===== src/rtl/lcd_nios2_oci_dct_packer.sv =====
// Debug-compressed-trace packer: gathers SLICE_W-bit trace slices into DEPTH-slice
// frames, hands them out on a valid/ready port, and flushes a partial frame at end of test.
module lcd_nios2_oci_dct_packer #(
    parameter int unsigned SLICE_W = 3,
    parameter int unsigned DEPTH   = 10,
    parameter int unsigned CNT_W   = 4,
    parameter int unsigned FCNT_W  = 16
) (
    input  logic                       clk,
    input  logic                       reset_n,
    input  logic                       in_valid,
    input  logic [SLICE_W-1:0]         in_slice,
    output logic                       in_ready,
    input  logic                       test_ending,
    output logic                       out_valid,
    input  logic                       out_ready,
    output logic [SLICE_W*DEPTH-1:0]   dct_buffer,
    output logic [CNT_W-1:0]           dct_count,
    output logic                       test_has_ended,
    output logic [FCNT_W-1:0]          frames_sent
);

    typedef enum logic [1:0] {
        S_FILL  = 2'd0,
        S_HOLD  = 2'd1,
        S_ENDED = 2'd2
    } state_t;

    state_t           state;
    logic             ending_q;
    logic             accept;
    logic             ending_now;
    logic             fill_done;
    logic [CNT_W-1:0] count_next;

    // Ready depends only on registered state, never on in_valid.
    assign in_ready   = (state == S_FILL) && !ending_q;
    assign accept     = in_valid && in_ready;
    assign ending_now = test_ending || ending_q;
    assign fill_done  = accept && (dct_count == CNT_W'(DEPTH - 1));
    assign count_next = accept ? dct_count + CNT_W'(1) : dct_count;

    always_ff @(posedge clk or negedge reset_n) begin
        if (!reset_n) begin
            state          <= S_FILL;
            ending_q       <= 1'b0;
            out_valid      <= 1'b0;
            dct_buffer     <= '0;
            dct_count      <= '0;
            test_has_ended <= 1'b0;
            frames_sent    <= '0;
        end else begin
            if (test_ending && (state != S_ENDED)) begin
                ending_q <= 1'b1;
            end

            case (state)
                S_FILL: begin
                    if (accept) begin
                        for (int k = 0; k < int'(DEPTH); k++) begin
                            if (dct_count == CNT_W'(k)) begin
                                dct_buffer[k*SLICE_W +: SLICE_W] <= in_slice;
                            end
                        end
                        dct_count <= count_next;
                    end
                    // A slice accepted alongside test_ending joins the flushed frame.
                    if (fill_done) begin
                        state     <= S_HOLD;
                        out_valid <= 1'b1;
                    end else if (ending_now) begin
                        if (count_next != '0) begin
                            state     <= S_HOLD;
                            out_valid <= 1'b1;
                        end else begin
                            state          <= S_ENDED;
                            test_has_ended <= 1'b1;
                        end
                    end
                end

                S_HOLD: begin
                    if (out_ready) begin
                        out_valid   <= 1'b0;
                        dct_buffer  <= '0;
                        dct_count   <= '0;
                        frames_sent <= frames_sent + FCNT_W'(1);
                        if (ending_now) begin
                            state          <= S_ENDED;
                            test_has_ended <= 1'b1;
                        end else begin
                            state <= S_FILL;
                        end
                    end
                end

                S_ENDED: begin
                    state <= S_ENDED;
                end

                default: begin
                    state <= S_FILL;
                end
            endcase
        end
    end

endmodule


===== config.mk =====
export PLATFORM = sky130hd
export DESIGN_NAME = lcd_nios2_oci_dct_packer
export DESIGN_NICKNAME = d
export VERILOG_FILES = /design/src/rtl/lcd_nios2_oci_dct_packer.sv
export SDC_FILE = /design/constraint.sdc
export NUM_CORES = 1
export LEC_CHECK = 0
export CORE_MARGIN = 2
export CORE_UTILIZATION = 50
export CTS_BUF_LIST = sky130_fd_sc_hd__clkbuf_4 sky130_fd_sc_hd__clkbuf_8
export DETAILED_ROUTE_END_ITERATION = 8
export PLACE_DENSITY = 0.92
export REMOVE_ABC_BUFFERS = 1
export SETUP_SLACK_MARGIN = 0.15
export SYNTH_ARGS = -nofsm -noshare
export SYNTH_HDL_FRONTEND = slang
export SYNTH_SLANG_ARGS = --single-unit

===== constraint.sdc =====
create_clock -name clk -period 3.47 [get_ports clk]
set_input_delay 0.694 -clock clk [delete_from_list [all_inputs] [get_ports clk]]
set_output_delay 0.694 -clock clk [all_outputs]
set_load 0.02 [all_outputs]

# ---- Yosys cells after proc, flatten, opt, wreduce, memory -nomap -nowiden
# Cells that the tools add are included.
dict set report totals {
  regBits 55
  elab_cells 107
  input_bits 8
  out_inout_bits 53
}
dict set report classes {
  add_sub_neg 2
  n_eq_ne 30
  n_mux 34
  n_reduce_logical 25
}
# operator n
set op_table {}
lappend op_table {{2-to-1 mux 30 bit} 2}
lappend op_table {{case mux 30 bit (2 select lines)} 1}
lappend op_table {{AND reduction 4 bit} 11}
lappend op_table {{2-to-1 mux 3 bit} 10}
lappend op_table {{!= test 2 x 1 -> 1 bit (second input constant)} 10}
lappend op_table {{adder 16 x 1 -> 16 bit (second input constant)} 1}
lappend op_table {{equality test 4 x 3 -> 1 bit (second input constant)} 4}
lappend op_table {{!= test 2 bit (second input constant)} 7}
lappend op_table {{2-to-1 mux 4 bit} 3}
lappend op_table {{2-to-1 mux 2 bit} 5}
lappend op_table {{2-to-1 mux 1 bit} 9}
lappend op_table {{equality test 4 x 2 -> 1 bit (second input constant)} 2}
lappend op_table {{equality test 4 bit (second input constant)} 2}
lappend op_table {{case mux 4 bit (2 select lines)} 1}
lappend op_table {{case mux 2 bit (3 select lines)} 1}
lappend op_table {{AND reduction 6 bit} 1}
lappend op_table {{adder 4 x 1 -> 4 bit (second input constant)} 1}
lappend op_table {{equality test 4 x 1 -> 1 bit (second input constant)} 1}
lappend op_table {{logical AND 1 bit} 4}
lappend op_table {{zero test 4 bit} 1}
lappend op_table {{case mux 1 bit (2 select lines)} 2}
lappend op_table {{AND reduction 2 bit} 2}
lappend op_table {{nonzero test 4 bit} 1}
lappend op_table {{!= test 3 x 2 -> 1 bit (second input constant)} 1}
lappend op_table {{8 further kinds} 8}

# ---- Logic depth before layout (Yosys ltp)
# Gate-level depths: netlist of the first run.
dict set report depth {
  word_depth 9
  mapped_depth 7
  mapped_depth_nobuf 6
}

# ---- Worst setup path before layout of the first run
# OpenSTA, ideal clock, no wires.
dict set report synth_timing {
  path_kind {input-to-reg}
  from {input in_valid}
  to {register dct_buffer[0]}
  cell_stages 5
  arrival_ns 1.821
  path_buffers 1
  path_slack_ns 1.524
  t_required_ns 3.345
  setup_time_ns 0.125
  path_cell_list {or3b_1 a21o_1 buf_6 a21o_1 mux2_4}
}
dict set report synth_via {
  elab_chain_cells 3
}
# element line
set synth_lines {}
lappend synth_lines {{start, declared} 11} ;# input logic in_valid,
lappend synth_lines {{logical AND 1 bit} 38} ;# assign accept = in_valid && in_ready;
lappend synth_lines {{!= test 2 bit (no line)} --}
lappend synth_lines {{AND reduction 4 bit (no line)} --}
lappend synth_lines {{end signal, assigned by index} 62} ;# dct_buffer[k*SLICE_W +: SLICE_W] <= in_slice;
lappend synth_lines {{end, declared} 17} ;# output logic [SLICE_W*DEPTH-1:0] dct_buffer,
# Every way passes these cells.
# A chain may end at the register's enable or synchronous reset.

# ---- Worst setup path after layout of the first run
dict set report layout_timing {
  from {register state[1]}
  to {output in_ready}
}
dict set report layout_via {
  elab_chain_cells 2
}
# element line
set layout_lines {}
lappend layout_lines {{start, declared} 29} ;# state_t state;
lappend layout_lines {{start signal, assigned} 45} ;# state <= S_FILL;
lappend layout_lines {{start signal, assigned} 69} ;# state <= S_HOLD;
lappend layout_lines {{start signal, assigned} 73} ;# state <= S_HOLD;
lappend layout_lines {{zero test 2 bit} 37} ;# assign in_ready = (state == S_FILL) && !ending_q;
lappend layout_lines {{logical AND 1 bit} 37}
lappend layout_lines {{end, declared} 13} ;# output logic in_ready,
# Every way passes these cells.

==> flow_metrics.env, run 1 <==
export IMPL_clock_skew_ns=0.00548
export IMPL_grtUsageTotal=0.216
export IMPL_final_period_utilization=0.681
export IMPL_post_cts_hold_buffer_count=0
export IMPL_crit_reg2reg_capture="dct_buffer[4]$_DFFE_PN0P_"
export IMPL_post_cts_repair_setup_buffers=0
export IMPL_fp_dieArea_sq_um=5710
export IMPL_timing_worst_slew_pin_value_ns=0.790
export IMPL_synth_distinct_cells=41
export IMPL_drv_slew=0
export IMPL_h_tree_depth=2
export IMPL_worst_setup_hold_path_clk_slew_ns=0.09
export IMPL_antenna_left=0
export IMPL_final_net_count=284
export IMPL_clock_sink_count=55
export IMPL_setup_repair_after_global_routing_missed_its_margin="no"
export IMPL_hold_viol_final=0
export IMPL_cp_slowest_cell="clkdlybuf4s50_1"
export IMPL_cts_resized=0
export IMPL_worst_endpoint_required_ns=2.78
export IMPL_hp_class="primary input to asynchronous set/reset pin"
export IMPL_tritoncts_num_buffers=5
export IMPL_register_bit_count_reported_by_yosys=55
export IMPL_post_drt_wl_per_cell_microns=16.4
export IMPL_antenna_cells=0
export IMPL_fin_tns_setup_ns=0
export IMPL_timing_critical_path_to_type="output pin"
export IMPL_post_dp_hpwl_microns=4050
export IMPL_leading_cell_types_by_total_area_after_synthesis="dfrtp_1 54%, mux2_2 11%, mux2_4 3.5%, xnor2_1 3.4%, nand2_1 2.9%"
export IMPL_detailroute_via_count=1835
export IMPL_grt_pass1_vias=1890
export IMPL_timing_fmax_ghz=0.423
export IMPL_finish_cell_count_without_fillers=340
export IMPL_seq_area_frac_synth=0.537
export IMPL_vias_per_cell=5.40
export IMPL_clock_latency_ns=0.31
export IMPL_number_of_placed_instances_taps_included=334
export IMPL_portBuffers=60
export IMPL_coreArea_sq_um=5010
export IMPL_synth_top_cell_area_share=0.537
export IMPL_synthDominantAreaCellType="dfrtp_1"
export IMPL_layout_common_cells="59 x clkdlybuf4s50_1, 55 x dfrtp_1, 25 x mux2_2"
export IMPL_critPathMaxFanout=11
export IMPL_start_kind="register"
export IMPL_drt_first_pass_iters=4
export IMPL_status="finished, final reports clean"
export IMPL_tritoncts_clock_tree="done"
export IMPL_ff2ff_path_depth=4
export IMPL_cell_count_after_synthesis=212
export IMPL_post_synth_edffs=0
export IMPL_grt_antenna_before_repair=0
export IMPL_layout_cells_most_common="clkdlybuf4s50_1"
export IMPL_drive_gt1_frac=0.174
export IMPL_grt_first_pass_wirelength_microns=9210
export IMPL_clockBufferDepth=2
export IMPL_initial_core_util=0.511
export IMPL_post_synth_instance_area_sq_um=2560
export IMPL_num_fill_cells=398
export IMPL_timing_final_setup_violations=0
export IMPL_crit_arrival_ns=1.67
export IMPL_dominantRegCellSynth="dfrtp_1"
export IMPL_maximum_number_of_pins_on_one_net_before_global_route_repair=37
export IMPL_min_period_ns=2.36
export IMPL_slew_headroom=0.473
export IMPL_drt_initial_drc_count=74
export IMPL_power_density_nw_per_um2=611
export IMPL_worst_path_cell_chain="nor3_1, clkdlybuf4s50_1"
export IMPL_cp_buffers_inverters=1
export IMPL_ir_worst_vdd_v=0.000496
export IMPL_finalWirelength_microns=5590
export IMPL_ys_async_sr_fraction=1.00
export IMPL_path_delay_family="buffers and inverters"
export IMPL_routabilityCongestion=0.782
export IMPL_yosys_warnings=0
export IMPL_die_w_microns=75.6
export IMPL_die_height_microns=75.6
export IMPL_remaining_drc_errors=0
export IMPL_rrSetupSlack_ns=1.38
export IMPL_critical_path_reg2reg_startpoint="state[0]$_DFFE_PN0P_"
export IMPL_postSynthAreaPerCell_sq_um=12.1
export IMPL_cap_viol_max_count=0
export IMPL_leakagePower_nw=1.50
export IMPL_flow_area_growth_from_synthesis_pct=28.0
export IMPL_crit_path_max_incr_delay_ns=0.63
export IMPL_placementRows=26
export IMPL_critical_path_class="register to output pin"
export IMPL_io_pins=61
export IMPL_clk_root_buffer_cell="clkbuf_8"
export IMPL_overflow=0
## routing by layer
metal	track usage	vias up	share of wire
li1	-	846	-
met1	0.280	905	0.42
met2	0.355	72	0.50
met3	0.0489	12	0.055
met4	0.0838	0	0.023
met5	0	-	0
## worst max-delay path by stage
stage                                       endpoint            startpoint  cells after the start
after floorplan           dct_buffer[27]$_DFFE_PN0P_              in_valid                      4
after global placement     dct_buffer[5]$_DFFE_PN0P_             out_ready                      5
after detailed placement   dct_buffer[4]$_DFFE_PN0P_             out_ready                      5
after CTS                                   in_ready  state[1]$_DFFE_PN0P_                      2
after global routing                        in_ready  state[1]$_DFFE_PN0P_                      2
final                                       in_ready  state[1]$_DFFE_PN0P_                      2
## sequential cells by signal, summed over array words and instances (netlist names)
name	count
dct_buffer	30
dct_count	4
ending_q	1
frames_sent	16
out_valid	1
state	2
test_has_ended	1
## per-stage QoR
step,hold slack [ns],instance area (sq um),power (mW),setup slack (ns),util
after detailed placement,0.457,3200,1.68,0.860,0.639
after global routing,0.492,3280,2.12,1.05,0.655
after CTS,0.474,3280,2.01,1.11,0.655
after global placement,0.457,3200,1.66,0.890,0.639
final,0.461,3280,2.00,1.11,0.655
after floorplan,0.398,2500,1.31,1.22,-
## report_power, final
part / internal [mW] / switching [mW]
Combinational: 0.400 / 0.367
Clock: 0.134 / 0.197
Sequential: 0.780 / 0.126
Total: 1.31 / 0.690
## cells by family after synthesis
kind of cell / count (synthesis) / synth area share
compound gates: 23 / 0.0669
fa+ha+maj: 5 / 0.0244
simple gates: 65 / 0.135
buf+inv: 15 / 0.0293
flops: 55 / 0.537
xor+xnor: 17 / 0.0581
mux: 32 / 0.149
## cell usage after synthesis (2+ instances only)
library cell	count
a21o_1	4
a21oi_1	2
a21oi_2	3
a22o_1	2
a31oi_1	4
and2_1	5
and3_1	2
and4_1	2
buf_1	3
buf_2	3
buf_4	2
dfrtp_1	55
ha_1	5
inv_1	5
mux2_2	25
mux2_4	6
nand2_1	20
nand2b_1	2
nand3_1	7
nand4_1	5
nor2_1	8
nor2b_1	5
nor3_1	2
o21ai_0	3
xnor2_1	10
xor2_1	7
## final cells by class
cell class,count,area (sq um),area share
Inverter,5,18.8,0.00572
Sequential cell,55,1380,0.420
Timing Repair Buffer,62,611,0.186
Clock inverter,1,7.51,0.00229
Clock buffer,5,68.8,0.0210
Tap cell,70,87.6,0.0267
Multi-Input combinational cell,142,1110,0.338
Note: power is estimated with default switching activity, not from simulation.
==> inputs of run 2 (changes only) <==
==> constraint.sdc (replaced) <==
create_clock -name clk -period 2.3 [get_ports clk]
set_input_delay 0.46 -clock clk [delete_from_list [all_inputs] [get_ports clk]]
set_output_delay 0.46 -clock clk [all_outputs]
set_load 0.02 [all_outputs]
==> run 2 against run 1 <==
- count of clock-buffer cells in the layout rose by 3
- hold slack worse by 0.20 ns
- setup slack worse by 0.77 ns
- non-clock buffer count rose by 5
- highest routed layer unchanged
- die area is the same
==> flow_metrics.env, run 2 (synthesized netlist as in run 1, its figures left out) <==
export IMPL_finalWirelength_microns=5360
export IMPL_clockBufferDepth=2
export IMPL_timing_fmax_ghz=0.509
export IMPL_detailroute_via_count=1874
export IMPL_final_cell_area_sq_um=3360
export IMPL_drt_initial_drc_count=35
export IMPL_flow_area_growth_from_synthesis_pct=31.0
export IMPL_coreArea_sq_um=5010
export IMPL_post_drt_wl_per_cell_microns=15.4
export IMPL_setup_repair_after_global_routing_missed_its_margin="no"
export IMPL_timing_final_setup_violations=0
export IMPL_portBuffers=60
export IMPL_layout_common_cells="58 x clkdlybuf4s50_1, 55 x dfrtp_1, 25 x mux2_2"
export IMPL_cap_viol_max_count=0
export IMPL_largest_register_ff_count=30
export IMPL_tritoncts_clock_tree="done"
export IMPL_placementRows=26
export IMPL_wl_met1_microns=2340
export IMPL_worst_endpoint_required_ns=1.84
export IMPL_hold_viol_final=0
export IMPL_final_net_count=289
export IMPL_layout_cells_most_common="clkdlybuf4s50_1"
export IMPL_top_register="dct_buffer"
export IMPL_crit_arrival_ns=1.51
export IMPL_worst_path_cell_chain="clkdlybuf4s50_1"
export IMPL_met2_wirelength_microns=2670
export IMPL_clock_sink_count=55
export IMPL_final_util=0.670
export IMPL_min_period_ns=1.97
export IMPL_worst_hold_slack_ns=0.265
export IMPL_register_area_sq_um=1380
export IMPL_antenna_left=0
export IMPL_die_w_microns=75.6
export IMPL_grt_pass1_vias=1794
export IMPL_reg_top3="dct_buffer (30), frames_sent (16), dct_count (4)"
export IMPL_start_kind="register"
export IMPL_ir_worst_vdd_v=0.000627
export IMPL_fp_dieArea_sq_um=5710
export IMPL_slew_headroom=0.553
export IMPL_power_density_nw_per_um2=927
export IMPL_cp_slowest_cell="clkdlybuf4s50_1"
export IMPL_timing_worst_slew_pin_value_ns=0.671
export IMPL_cp_buffers_inverters=1
export IMPL_final_period_utilization=0.855
export IMPL_area_of_the_multi_input_gates_sq_um=1110
export IMPL_num_fill_cells=387
export IMPL_clk_root_buffer_cell="clkbuf_8"
export IMPL_h_tree_depth=2
export IMPL_drive_gt1_frac=0.195
export IMPL_die_height_microns=75.6
export IMPL_critical_path_class="register to output pin"
export IMPL_fin_tns_setup_ns=0
export IMPL_worst_setup_hold_path_clk_slew_ns=0.09
export IMPL_grtUsageTotal=0.196
export IMPL_path_delay_family="buffers and inverters"
export IMPL_drv_slew=0
export IMPL_overflow=0
export IMPL_status="finished, final reports clean"
export IMPL_clock_skew_ns=0.00423
export IMPL_grt_first_pass_wirelength_microns=8360
export IMPL_io_pins=61
export IMPL_hp_class="primary input to asynchronous set/reset pin"
export IMPL_antenna_cells=0
export IMPL_post_dp_hpwl_microns=3930
export IMPL_grt_antenna_before_repair=0
export IMPL_highest_signal_layer="met4"
export IMPL_tritoncts_num_buffers=5
export IMPL_routabilityCongestion=0.829
export IMPL_remaining_drc_errors=0
export IMPL_crit_path_max_incr_delay_ns=0.67
export IMPL_vias_per_cell=5.40
export IMPL_initial_core_util=0.511
export IMPL_leakagePower_nw=1.55
export IMPL_placement_cell_area_sq_um=3250
export IMPL_maximum_number_of_pins_on_one_net_before_global_route_repair=56
export IMPL_timing_critical_path_to_type="output pin"
export IMPL_drt_first_pass_iters=4
export IMPL_wl_met3_microns=273
export IMPL_clock_latency_ns=0.30
export IMPL_critPathMaxFanout=9
==> run 2: cell count changes in the layout (fill, tap and decap cells not counted), sizes merged <==
cell	before	now
dlygate4sd2	0	1
buf	3	8
clkbuf	5	8
clkinvlp	1	0
clkdlybuf4s50	59	58
==> run 2: final cells by class <==
type,count,share of cell area
repair buffers,67,0.196
inverters,5,0.00559
clock buffers,8,0.0309
well taps,70,0.0261
flip-flops and latches,55,0.410
multi-input cells,142,0.331
==> run 2: repair_timing <==
action | CTS | global route
buffers inserted | 0 | 0
endpoints found under the setup margin | 1 | 0
hold buffers | 0 | 0
resized for setup | 1 | 0
hold endpoints to repair | 0 | 0
==> run 2: report_power, final <==
part	leakage [nW]	switching, mW	internal (mW)
logic	0.768	0.553	0.612
clock network	0.0549	0.295	0.287
registers	0.727	0.188	1.18
total	1.55	1.04	2.08
==> run 2: final timing paths <==
path,start,end,slack [ns],cells past startpoint
worst max-delay path,dct_count[3]$_DFFE_PN0P_,dct_count[3],0.33,1
max in group asynchronous,reset_n,dct_buffer[4]$_DFFE_PN0P_,1.58,2
worst min-delay path,reset_n,frames_sent[6]$_DFFE_PN0P_,0.26,2
min in group clk,frames_sent[15]$_DFFE_PN0P_,frames_sent[15]$_DFFE_PN0P_,0.47,1
worst max register to register,state[1]$_DFFE_PN0P_,test_has_ended$_DFFE_PN0P_,0.38,5
worst min register to register,frames_sent[15]$_DFFE_PN0P_,frames_sent[15]$_DFFE_PN0P_,0.47,1
==> run 2: per-layer routing <==
metal / track usage / up-vias
met1: 0.253 / 942
met4: 0.0585 / 0
met5: 0 / -
met2: 0.328 / 58
li1: - / 865
met3: 0.0489 / 9
==> run 2: stage by stage <==
stage	power (mW)	worst slack [ns]	std cells
2_1_floorplan	1.97	0.166	202
3_3_place_gp	2.52	0.0783	339
3_5_place_dp	2.55	0.0456	339
4_1_cts	3.14	0.338	347
5_1_grt	3.27	0.170	347
6_report	3.11	0.334	347
